--- config.mk ---
export PLATFORM = sky130hd
export DESIGN_NAME = io_stage_flat
export DESIGN_NICKNAME = d
export VERILOG_FILES = /design/src/rtl/io_stage_if.sv /design/src/rtl/io_stage.sv /design/src/flat_wrapper.sv
export SDC_FILE = /design/constraint.sdc
export NUM_CORES = 1
export LEC_CHECK = 0
export CAP_MARGIN = 20
export CORE_ASPECT_RATIO = 1.25
export CORE_UTILIZATION = 35
export CTS_CLUSTER_DIAMETER = 120
export DETAILED_ROUTE_END_ITERATION = 12
export GPL_ROUTABILITY_DRIVEN = 0
export HOLD_SLACK_MARGIN = 0.08
export MAX_ROUTING_LAYER = met4
export PLACE_DENSITY_LB_ADDON = 0.25
export SKIP_LAST_GASP = 1
export SLEW_MARGIN = 5
export SYNTH_ARGS = -nofsm -noshare
export SYNTH_HDL_FRONTEND = slang
export SYNTH_SLANG_ARGS = --single-unit
--- constraint.sdc ---
create_clock -name clock -period 8.9 [get_ports clock]
set_clock_uncertainty 0.1 [all_clocks]
set_input_delay 1.78 -clock clock [delete_from_list [all_inputs] [get_ports clock]]
set_output_delay 1.78 -clock clock [all_outputs]
set_load 0.005 [all_outputs]
--- src/rtl/io_stage_if.sv ---
// Types and handshake bundle between memory, io and writeback stages.
// Zero latency (wiring only); backpressure is carried on io_allow_in / wb_allow_in.
package io_stage_pkg;

    localparam logic [2:0] LOAD_NONE = 3'd0;
    localparam logic [2:0] LOAD_LB   = 3'd1;
    localparam logic [2:0] LOAD_LBU  = 3'd2;
    localparam logic [2:0] LOAD_LH   = 3'd3;
    localparam logic [2:0] LOAD_LHU  = 3'd4;
    localparam logic [2:0] LOAD_LW   = 3'd5;
    localparam logic [2:0] LOAD_LWL  = 3'd6;
    localparam logic [2:0] LOAD_LWR  = 3'd7;

    typedef struct packed {
        logic        ex;
        logic [4:0]  excode;
        logic [31:0] bad_vaddr;
        logic        eret;
        logic        mfc0;
        logic        mtc0;
        logic [7:0]  cp0_address;
        logic        tlbp;
        logic        tlbr;
        logic        tlbwi;
        logic        tlb_refill;
    } excp_t;

    typedef struct packed {
        logic [31:0] program_count;
        logic [31:0] final_result;
        logic [31:0] rt_value;
        logic [2:0]  load_op;
        logic [1:0]  address_low;
        logic        request_sent;
        logic        register_file_write_enabled;
        logic [4:0]  register_file_address;
        excp_t       excp;
    } ms_to_io_t;

    typedef struct packed {
        logic        valid;
        logic [31:0] program_count;
        logic [31:0] final_result;
        logic [3:0]  register_file_write_strobe;
        logic        register_file_write_enabled;
        logic [4:0]  register_file_address;
        excp_t       excp;
    } io_to_wb_t;

    typedef struct packed {
        logic        valid;
        logic [4:0]  write_register;
        logic [3:0]  write_strobe;
        logic [31:0] write_data;
        logic        data_pending;
    } io_fwd_t;

endpackage

interface io_stage_if;
    import io_stage_pkg::*;

    logic        ms_to_io_valid;
    ms_to_io_t   ms_to_io_bus;
    logic        io_allow_in;
    logic        data_data_ok;
    logic [31:0] data_rdata;
    logic        wb_allow_in;
    io_to_wb_t   io_to_wb_bus;
    logic        wb_have_exception_forwards;
    io_fwd_t     io_to_id_back_pass_bus;

    modport master (
        output ms_to_io_valid, ms_to_io_bus, data_data_ok, data_rdata,
               wb_allow_in, wb_have_exception_forwards,
        input  io_allow_in, io_to_wb_bus, io_to_id_back_pass_bus
    );

    modport slave (
        input  ms_to_io_valid, ms_to_io_bus, data_data_ok, data_rdata,
               wb_allow_in, wb_have_exception_forwards,
        output io_allow_in, io_to_wb_bus, io_to_id_back_pass_bus
    );

endinterface

--- src/rtl/io_stage.sv ---
// Load-completion stage: ALU results pass with zero latency, loads finish on data_data_ok.
// Backpressure: a response arriving while wb_allow_in=0 is buffered and io_allow_in drops.
module io_stage
    import io_stage_pkg::*;
#(
    parameter int DATA_WIDTH = 32
) (
    input  logic      clock,
    input  logic      reset,
    io_stage_if.slave bus
);

    typedef enum logic [1:0] {S_IDLE, S_WAIT, S_HOLD, S_DISCARD} state_t;

    state_t                state, state_nxt;
    logic                  io_valid;
    ms_to_io_t             ms_q;
    logic [DATA_WIDTH-1:0] hold_word, hold_word_nxt;

    logic flush;
    logic io_ready_go;
    logic allow_in;
    logic latch;
    logic slot_free;
    logic resp_free;

    logic [31:0] word;
    logic [7:0]  byte_v;
    logic [15:0] half_v;
    logic [31:0] shl_word;
    logic [31:0] shr_word;
    logic [31:0] result;
    logic [3:0]  strobe;

    function automatic logic [31:0] merge_bytes(input logic [31:0] load_w,
                                                input logic [31:0] keep_w,
                                                input logic [3:0]  sel);
        logic [31:0] mask;
        mask = {{8{sel[3]}}, {8{sel[2]}}, {8{sel[1]}}, {8{sel[0]}}};
        return (load_w & mask) | (keep_w & ~mask);
    endfunction

    assign flush = bus.wb_have_exception_forwards;

    always_comb begin
        io_ready_go = 1'b1;
        case (state)
            S_WAIT:    io_ready_go = bus.data_data_ok;
            S_DISCARD: io_ready_go = 1'b0;
            default:   io_ready_go = 1'b1;
        endcase
    end

    assign allow_in = (state != S_DISCARD) && (!io_valid || (io_ready_go && bus.wb_allow_in));
    // A flushed cycle never captures the incoming instruction: it is being killed upstream too.
    assign latch    = bus.ms_to_io_valid && allow_in && !flush;

    always_comb begin
        state_nxt     = state;
        hold_word_nxt = hold_word;
        slot_free     = 1'b0;
        resp_free     = 1'b1;
        case (state)
            S_IDLE: slot_free = 1'b1;
            S_WAIT: begin
                if (bus.data_data_ok) begin
                    resp_free = 1'b0;
                    if (bus.wb_allow_in) begin
                        slot_free = 1'b1;
                    end else begin
                        state_nxt     = S_HOLD;
                        hold_word_nxt = bus.data_rdata;
                    end
                end
            end
            S_HOLD: begin
                if (bus.wb_allow_in) begin
                    slot_free = 1'b1;
                end
            end
            S_DISCARD: begin
                if (bus.data_data_ok) begin
                    state_nxt = S_IDLE;
                end
            end
            default: state_nxt = S_IDLE;
        endcase

        // The slot is (or becomes) empty: track the newcomer's request, possibly answered already.
        if (slot_free) begin
            state_nxt = S_IDLE;
            if (latch && bus.ms_to_io_bus.request_sent) begin
                if (bus.data_data_ok && resp_free) begin
                    state_nxt     = S_HOLD;
                    hold_word_nxt = bus.data_rdata;
                end else begin
                    state_nxt = S_WAIT;
                end
            end
        end

        // An outstanding request killed before its response leaves one orphan to swallow.
        if (flush && state != S_DISCARD) begin
            state_nxt = (state == S_WAIT && !bus.data_data_ok) ? S_DISCARD : S_IDLE;
        end
    end

    always_ff @(posedge clock or negedge reset) begin
        if (!reset) begin
            state     <= S_IDLE;
            hold_word <= '0;
            io_valid  <= 1'b0;
        end else begin
            state     <= state_nxt;
            hold_word <= hold_word_nxt;
            if (flush) begin
                io_valid <= 1'b0;
            end else if (allow_in) begin
                io_valid <= bus.ms_to_io_valid;
            end
        end
    end

    always_ff @(posedge clock or negedge reset) begin
        if (!reset) begin
            ms_q <= '0;
        end else if (latch) begin
            ms_q <= bus.ms_to_io_bus;
        end
    end

    always_comb begin
        word     = (state == S_HOLD) ? hold_word : bus.data_rdata;
        byte_v   = word[{ms_q.address_low, 3'b000} +: 8];
        half_v   = ms_q.address_low[1] ? word[31:16] : word[15:0];
        shl_word = word << {~ms_q.address_low, 3'b000};
        shr_word = word >> {ms_q.address_low, 3'b000};
        result   = ms_q.final_result;
        strobe   = 4'b1111;
        case (ms_q.load_op)
            LOAD_LB:  result = {{24{byte_v[7]}}, byte_v};
            LOAD_LBU: result = {24'd0, byte_v};
            LOAD_LH:  result = {{16{half_v[15]}}, half_v};
            LOAD_LHU: result = {16'd0, half_v};
            LOAD_LW:  result = word;
            LOAD_LWL: begin
                strobe = 4'b1111 << ~ms_q.address_low;
                result = merge_bytes(shl_word, ms_q.rt_value, strobe);
            end
            LOAD_LWR: begin
                strobe = 4'b1111 >> ms_q.address_low;
                result = merge_bytes(shr_word, ms_q.rt_value, strobe);
            end
            default: ;
        endcase
    end

    always_comb begin
        bus.io_allow_in = allow_in;

        bus.io_to_wb_bus                             = '0;
        bus.io_to_wb_bus.valid                       = io_valid && io_ready_go && !flush;
        bus.io_to_wb_bus.program_count               = ms_q.program_count;
        bus.io_to_wb_bus.final_result                = result;
        bus.io_to_wb_bus.register_file_write_strobe  = strobe;
        bus.io_to_wb_bus.register_file_write_enabled = ms_q.register_file_write_enabled;
        bus.io_to_wb_bus.register_file_address       = ms_q.register_file_address;
        bus.io_to_wb_bus.excp                        = ms_q.excp;

        bus.io_to_id_back_pass_bus                = '0;
        bus.io_to_id_back_pass_bus.valid          = io_valid && ms_q.register_file_write_enabled;
        bus.io_to_id_back_pass_bus.write_register = ms_q.register_file_address;
        bus.io_to_id_back_pass_bus.write_strobe   = strobe;
        bus.io_to_id_back_pass_bus.write_data     = result;
        bus.io_to_id_back_pass_bus.data_pending   = io_valid && (ms_q.load_op != LOAD_NONE)
                                                    && ms_q.request_sent && !io_ready_go;
    end

endmodule

--- src/flat_wrapper.sv ---
// flat-port wrapper written by rule: the top's interface ports become plain ports
module io_stage_flat import io_stage_pkg::*;
#(
    parameter int DATA_WIDTH = 32
)
  (clock, reset, bus_ms_to_io_valid, bus_ms_to_io_bus, bus_data_data_ok, bus_data_rdata, bus_wb_allow_in, bus_wb_have_exception_forwards, bus_io_allow_in, bus_io_to_wb_bus, bus_io_to_id_back_pass_bus);
  io_stage_if bus_i ();
  input  logic clock;
  input  logic reset;
  input wire logic [$bits(bus_i.ms_to_io_valid)-1:0] bus_ms_to_io_valid;
  input wire logic [$bits(bus_i.ms_to_io_bus)-1:0] bus_ms_to_io_bus;
  input wire logic [$bits(bus_i.data_data_ok)-1:0] bus_data_data_ok;
  input wire logic [$bits(bus_i.data_rdata)-1:0] bus_data_rdata;
  input wire logic [$bits(bus_i.wb_allow_in)-1:0] bus_wb_allow_in;
  input wire logic [$bits(bus_i.wb_have_exception_forwards)-1:0] bus_wb_have_exception_forwards;
  output wire logic [$bits(bus_i.io_allow_in)-1:0] bus_io_allow_in;
  output wire logic [$bits(bus_i.io_to_wb_bus)-1:0] bus_io_to_wb_bus;
  output wire logic [$bits(bus_i.io_to_id_back_pass_bus)-1:0] bus_io_to_id_back_pass_bus;
  assign bus_i.ms_to_io_valid = bus_ms_to_io_valid;
  assign bus_i.ms_to_io_bus = bus_ms_to_io_bus;
  assign bus_i.data_data_ok = bus_data_data_ok;
  assign bus_i.data_rdata = bus_data_rdata;
  assign bus_i.wb_allow_in = bus_wb_allow_in;
  assign bus_i.wb_have_exception_forwards = bus_wb_have_exception_forwards;
  assign bus_io_allow_in = bus_i.io_allow_in;
  assign bus_io_to_wb_bus = bus_i.io_to_wb_bus;
  assign bus_io_to_id_back_pass_bus = bus_i.io_to_id_back_pass_bus;
  io_stage #(.DATA_WIDTH(DATA_WIDTH)) u_core (.clock(clock), .reset(reset), .bus(bus_i));
endmodule
[Word level (Yosys, flattened, before mapping)]
Index checks and enable logic that the tools add are counted.
Word-level totals
  register bits after elaboration: 196
  logic and storage cells: 101
Cells by class
  equal/unequal tests: 14
  shift operators: 5
  multiplexer cells: 27
  bitwise logic cells: 9
  reductions and logical operators: 24
Operators with widths (count)
  $mux W32: 7
  $pmux W32 S7: 1
  $and A32 B32 Y32: 4
  $not A32 Y32: 2
  $or A32 B32 Y32: 2
  $shiftx A32 B6 Y8: 1
  $shl A32 B5 Y32: 1
  $shr A32 B5 Y32: 1
  $mux W16: 1
  $mux W2: 8
  $logic_and A1 B1 Y1: 14
  $eq A3 B3 Y1 const B: 4
  $ne A4 B2 Y1 const B: 3
  $pmux W4 S2: 1
  $eq A3 B2 Y1 const B: 2
  $mux W1: 6
  $eq A2 B2 Y1 const B: 2
  $logic_not A1 Y1: 4
  $pmux W2 S2: 1
  $reduce_and A4 Y1: 1
  $reduce_bool A4 Y1: 1
  $shl A4 B2 Y4 const A: 1
  $shr A4 B2 Y4 const A: 1
  $eq A3 B1 Y1 const B: 1
  9 further kinds: 9

[Logic depth before layout (Yosys ltp)]
Gate-level depths: netlist of run 1.
  depth in word-level cells: 11
  mapped depth: 11
  gate-level depth less buffers: 5

[Least setup slack after synthesis of run 1]
OpenSTA, ideal clock, no wires.
  kind: input to output
  start: input port bus_data_rdata[31]
  end: output port bus_io_to_wb_bus[78]
  arrival: 3165 ps
  required time: 7020 ps
  slack: 3855 ps
  stages on the path: 6
  path through: mux4_2 -> and3_1 -> o21ba_2 -> buf_2 -> a31oi_1 -> buf_4
Between the ends
  cells in the longest elaborated chain, start to end: 5
  elaborated cells on any way between the ends: 10
  classes of those cells: shift (3); mux (3); bitwise (4)
Ends and longest elaborated chain
  from (decl): line flat_wrapper.sv:13  | input wire logic [$bits(bus_i.data_rdata)-1:0] bus_data_rdata;
  $mux W32 *: line io_stage.sv:133  | word = (state == S_HOLD) ? hold_word : bus.data_rdata;
  $shr A32 B5 Y32 / $shl A32 B5 Y32 (equally long branches): line io_stage.sv:137, io_stage.sv:136
  $and A32 B32 Y32: line io_stage.sv:40  | return (load_w & mask) | (keep_w & ~mask);
  $or A32 B32 Y32: line io_stage.sv:40
  $pmux W32 S7 *: line io_stage.sv:140  | case (ms_q.load_op)
  to (decl): line flat_wrapper.sv:17  | output wire logic [$bits(bus_i.io_to_wb_bus)-1:0] bus_io_to_wb_bus;
Mark *: on every way between the ends. The rest lies on a longest branch, timed or not.

[Worst setup path after layout of run 1]
  start: input port bus_data_rdata[31]
  end: output port bus_io_to_wb_bus[89]
Between the ends
  cells in the longest elaborated chain, start to end: 3
  elaborated cells on any way between the ends: 4
  classes of those cells: shift (1); mux (3)
Ends and longest elaborated chain (line)
  $mux W32 *: io_stage.sv:133
  $shiftx A32 B6 Y8 / $mux W16 (equally long branches): io_stage.sv:134, io_stage.sv:135
  $pmux W32 S7 *: io_stage.sv:140
Marked as above.

==> results of run 1 <==
[worst paths after layout]
check,from,endpoint,cells after the start
min reg2reg,u_core.ms_q[59],u_core.ms_q[59],2
max,bus_data_rdata[31],bus_io_to_wb_bus[89],6
max in group asynchronous,reset,u_core.ms_q[72],2
min in group asynchronous,reset,u_core.hold_word[30],1
max reg2reg,u_core.io_valid,u_core.bus.io_to_wb_bus[48],5
min,u_core.ms_q[59],u_core.ms_q[59],2
[final cells by class]
class | count | area, um^2 | area share, %
Multi-Input combinational cell | 555 | 4730 | 32.4
Clock buffer | 17 | 425 | 2.91
Tap cell | 401 | 502 | 3.43
Inverter | 11 | 41.3 | 0.283
Timing Repair Buffer | 389 | 3850 | 26.3
Sequential cell | 196 | 4900 | 33.6
Antenna cell | 1 | 2.50 | 0.0171
Clock inverter | 15 | 156 | 1.07
[state kept, by name, summed over array words and instances, names as in the netlist]
| name | count |
|---|---|
| u_core.bus.io_to_wb_bus | 86 |
| u_core.hold_word | 32 |
| u_core.io_valid | 1 |
| u_core.bus.io_to_id_back_pass_bus | 5 |
| u_core.state | 2 |
| u_core.ms_q | 70 |
[power by group through the flow]
stage | Sequential [uW] | Clock, uW | Combinational [uW]
finish | 1200 | 777 | 1160
global route | 1230 | 836 | 1240
CTS | 1200 | 801 | 1170
detailed placement | 1220 | 0 | 1160
global placement | 1210 | 0 | 1150
floorplan | 1160 | 0 | 691
[routing by layer]
metal | wire (um) | up-vias
met5 | 0 | -
met1 | 13400 | 4116
met4 | 1430 | 0
li1 | - | 3766
met2 | 17500 | 480
met3 | 2630 | 89
[cells by family (layout without fill, tap and decap cells)]
family,count (synthesis),count (layout),synth area share (%)
AOI/OAI and AO/OA,160,160,10.0
xor gates and xnor gates,1,1,0.0806
buffers and inverters,198,432,11.7
DFF,196,196,45.1
muxes,256,256,27.3
other,0,1,0
and+or+nand+nor,138,138,5.78
[per-stage QoR]
stage          power, uW  util, %  cell area [um^2]
2_1_floorplan       1850        -             10900
3_3_place_gp        2360     46.3             14000
3_5_place_dp        2380     46.3             14000
4_1_cts             3170     48.2             14600
5_1_grt             3310     48.2             14600
6_report            3140     48.2             14600
[critical path, stage by stage]
cell,delay (ps)
clkdlybuf4s50_1,470
mux4_2,540
and3_1,230
o21ba_2,470
o221ai_1,330
clkdlybuf4s50_1,530
[synth_stat cells (all sizes together), types with 4 or more instances]
master / instances
o32a: 6
dfrtp: 196
o221ai: 4
mux4: 13
a22oi: 9
a211oi: 4
or2: 7
nor2: 49
o22ai: 29
nand3: 8
inv: 11
a31oi: 30
nand2: 48
mux2: 196
buf: 154
o21ai: 12
nor2b: 4
a221oi: 12
mux2i: 47
clkbuf: 33
a21oi: 30
==> flow_metrics.py, run 1 <==
metrics = {
    "cells_and_area": {
        "fin_nets": 1369,
        "drive_gt1_share_pct": 12.3,
        "layout.cells.most_common": "clkdlybuf4s50_1",
        "final_cell_mix": "clkdlybuf4s50_1 (369), dfrtp_1 (196), mux2_1 (124), mux2_2 (72), nor2_1 (49)",
        "nFillCells": 2758,
        "area_growth_pct": 34.4,
        "instances_no_fill": 1585,
    },
    "sta": {
        "layout_min_cycle_time_ps": 6240,
        "worst_slack_ps": 2660,
        "rsz0062_at_grt": "false",
        "setup_viol": 0,
        "period_share_pct": 70.1,
        "hold-worst-slack_ps": 381,
        "worst_slew_pin_slew_ps": 959,
        "slew_headroom_pct": 36.1,
        "hold_viol": 0,
        "setup_tns_ps": 0,
        "max_freq_ghz": 0.160,
        "final_max_slew_viol_count": 0,
    },
    "floorplanning": {
        "io-pin-count": 371,
        "start_util_pct": 35.9,
        "fp.dieH_um": 199,
        "dieWidth_um": 160,
        "placementRows": 71,
        "dieArea_um2": 31800,
        "coreArea_um2": 30300,
    },
    "grt": {
        "grt_overflow": 0,
        "grt_use_met2_pct": 38.1,
        "use_met1_pct": 25.8,
        "grt_pass1_vias": 8645,
        "busiest_layer": "met2",
        "grt_max_degree": 75,
        "antenna_found_initial": 1,
        "grt_pass1_wl_mm": 52.2,
        "grt_use_met3_pct": 5.38,
        "grtUsageTotal_pct": 22.7,
    },
    "routing": {
        "vias_per_cell": 5.33,
        "drc": 0,
        "num_vias": 8451,
        "drtPass1Iterations": 5,
        "ant_nets": 0,
        "drtIter0Drc": 557,
        "wl_per_cell_um": 22.0,
        "drt_wl_total_mm": 34.9,
    },
    "synth": {
        "synth_nets": 1148,
        "synthFlopType": "dfrtp_1",
        "async_flop_share_pct": 100,
        "synth_top_area_cell": "dfrtp_1",
        "synth-warning-count": 0,
        "synth.area.top_cells": "dfrtp_1 (45%), mux2_1 (13%), buf_4 (9.3%)",
        "synth-edff-count": 0,
        "synth_cells": 949,
        "syn_area_um2": 10900,
        "synthDistinctLibCells": 60,
        "avgSynthCellArea_um2": 11.5,
        "ys_seq_area_share_pct": 45.1,
        "yosysTopAreaCellShare_pct": 45.1,
        "synth-seq-cells": 196,
    },
    "clock_network": {
        "cts_root_buf": "clkbuf_16",
        "post-cts-setup-buffer-count": 0,
        "numClockSinks": 196,
        "cts_buffers": 17,
        "ctsResizeCount": 0,
        "cts_htree_levels": 4,
        "worstSkewPairLatency_ps": 440,
        "clkTransAtPathRegs_ps": 80,
        "cts_hold_buf": 0,
        "cts_tree": "yes",
        "clockBufferDepth": 2,
    },
    "pwr": {
        "switching_share_pct": 32.3,
        "power_frac_clock_pct": 24.7,
        "p_seq_share_pct": 38.3,
        "intPower_uw": 2130,
        "p_switching_uw": 1020,
        "p_leak_uw": 0.00601,
        "pwr_density_cell_nw_per_um2": 215,
        "comb_power_share_pct": 37.0,
        "peakVddDrop_mv": 0.114,
    },
    "placed_design": {
        "post-place-cells": 1552,
        "io_buffers": 370,
        "hpwlAfterDp_mm": 26.1,
        "post-place-ws_ps": 2680,
    },
    "worst_hold_path": {
        "min_path_type": "register to register",
    },
    "critical_path": {
        "crit_path_start_kind": "primary input",
        "r2r_setup_slack_ps": 6090,
        "worstPathArrival_ps": 4360,
        "cp_max_fo": 15,
        "critical_path_class": "primary input to output pin",
        "cp.required_ps": 7020,
        "critPathCaptureType": "output pin",
    },
    "job": {
        "maxCapViolations": 0,
    },
    "status": {
        "status": "finished, final reports clean",
    },
}
Power figures use the tool's default switching activity.
==> run 2: changes to the inputs <==
Clock period 8.9 ns to 5.65 ns, I/O delays scaled along.
==> run 2 against run 1 <==
Effect of this change:
- via count is 1.5% higher
- first-iteration DRC count is 0.36% higher
- combinational power is 59% higher
- worst hold slack hardly changed
- critical endpoint is now bus_io_to_id_back_pass_bus[27]
==> flow_metrics.py, run 2 (same netlist as run 1, synthesis figures left out) <==
metrics = {
    "cells_and_area": {
        "fin_nets": 1376,
        "final_area_um2": 14700,
        "nFillCells": 2773,
        "postLayoutCoreUtil_pct": 48.5,
        "final_cell_mix": "clkdlybuf4s50_1 (369), dfrtp_1 (196), mux2_1 (124), mux2_2 (72), nor2_1 (49)",
        "largest_reg_flops": 86,
        "drive_gt1_share_pct": 12.8,
        "area_growth_pct": 35.0,
        "layout.cells.most_common": "clkdlybuf4s50_1",
        "instances_no_fill": 1592,
    },
    "sta": {
        "rsz0062_at_grt": "false",
        "worst_slew_pin_slew_ps": 1060,
        "period_share_pct": 88.9,
        "setup_tns_ps": 0,
        "slew_headroom_pct": 29.4,
        "setup_viol": 0,
        "hold_viol": 0,
        "final_max_slew_viol_count": 0,
        "max_freq_ghz": 0.199,
        "layout_min_cycle_time_ps": 5020,
    },
    "worst_hold_path": {
        "min_path_type": "register to register",
        "hp-start": "u_core.ms_q[59]",
    },
    "routing": {
        "num_vias": 8574,
        "ant_nets": 0,
        "wl_per_cell_um": 22.2,
        "drtPass1Iterations": 7,
        "drc": 0,
        "drtIter0Drc": 559,
        "drt_wl_total_mm": 35.3,
        "vias_per_cell": 5.39,
    },
    "critical_path": {
        "endpoint": "bus_io_to_id_back_pass_bus[27]",
        "cp.required_ps": 4420,
        "cp_max_fo": 15,
        "worstPathArrival_ps": 3790,
        "r2r_setup_slack_ps": 3040,
        "r2r-end": "u_core.hold_word[31]",
        "startpoint": "u_core.state[0]",
        "critPathCaptureType": "output pin",
        "critical_path_class": "register to output pin",
        "reg2reg_depth": 5,
        "crit_path_start_kind": "register",
        "reg2reg_from": "u_core.state[1]",
    },
    "job": {
        "maxCapViolations": 0,
    },
    "grt": {
        "grt_pass1_vias": 8792,
        "antenna_found_initial": 1,
        "grt_pass1_wl_mm": 52.8,
        "grt_max_degree": 110,
        "grtUsageTotal_pct": 22.9,
        "grt_overflow": 0,
    },
    "clock_network": {
        "cts_htree_levels": 4,
        "worstSkewPairLatency_ps": 440,
        "cts_root_buf": "clkbuf_16",
        "clockBufferDepth": 2,
        "post-cts-setup-buffer-count": 0,
        "cts_tree": "yes",
        "cts_hold_buf": 0,
        "cts_buffers": 17,
        "ctsResizeCount": 0,
        "numClockSinks": 196,
        "clkTransAtPathRegs_ps": 80,
    },
    "placed_design": {
        "post-place-cells": 1559,
        "place_area_um2": 14100,
        "io_buffers": 370,
        "hpwlAfterDp_mm": 26.5,
    },
    "floorplanning": {
        "start_util_pct": 35.9,
        "coreArea_um2": 30300,
        "io-pin-count": 371,
        "dieWidth_um": 160,
        "dieArea_um2": 31800,
        "fp.dieH_um": 199,
        "placementRows": 71,
    },
    "pwr": {
        "p_leak_uw": 0.00604,
        "p_total_uw": 4970,
        "peakVddDrop_mv": 0.183,
        "pwr_density_cell_nw_per_um2": 339,
    },
    "status": {
        "status": "finished, final reports clean",
    },
}
## run 2: per-stage QoR
stage               setup slack, ps  hold slack [ps]
floorplan                      1910              347
global placement                783              360
CTS                             573              383
finish                          628              382
detailed placement              759              364
global route                    393              402
## run 2: worst max-delay path: stages (launching register included)
cell and delay, ps:
dfrtp_1 510, nand2b_2 400, buf_4 330, mux4_2 580, and3_1 230, o21ba_2 460
o221ai_1 310, clkdlybuf4s50_1 520
## run 2: per-layer routing
metal	track usage (%)	part of all wire (%)	routed length, um	up-vias
li1	-	-	-	3774
met1	25.4	38	13300	4221
met2	39.3	51	17900	494
met3	5.42	7.8	2760	85
met4	9.79	3.6	1280	0
met5	-	0	0	-
## run 2: power breakdown
group	switching, uW	internal (uW)
clock	629	600
sequential	216	1680
combinational	762	1080
total	1610	3360
## run 2: how the worst min path moves through the flow
| stage | endpoint | cells after the start |
|---|---|---|
| 6_report | u_core.ms_q[59] | 2 |
| 2_1_floorplan | u_core.ms_q[59] | 2 |
| 5_1_grt | u_core.ms_q[59] | 2 |
| 3_3_place_gp | u_core.ms_q[59] | 2 |
| 4_1_cts | u_core.ms_q[59] | 2 |
| 3_5_place_dp | u_core.ms_q[59] | 2 |
## run 2: area by class of cell
type | instances | area [um^2] | share of cell area (%)
sequential | 196 | 4900 | 33.4
tap | 401 | 502 | 3.42
clock buffer | 18 | 439 | 2.99
timing repair buffer | 396 | 3930 | 26.8
antenna | 1 | 2.50 | 0.0170
clock inverter | 14 | 138 | 0.938
multi-input combinational | 555 | 4720 | 32.2
inverter | 11 | 41.3 | 0.281
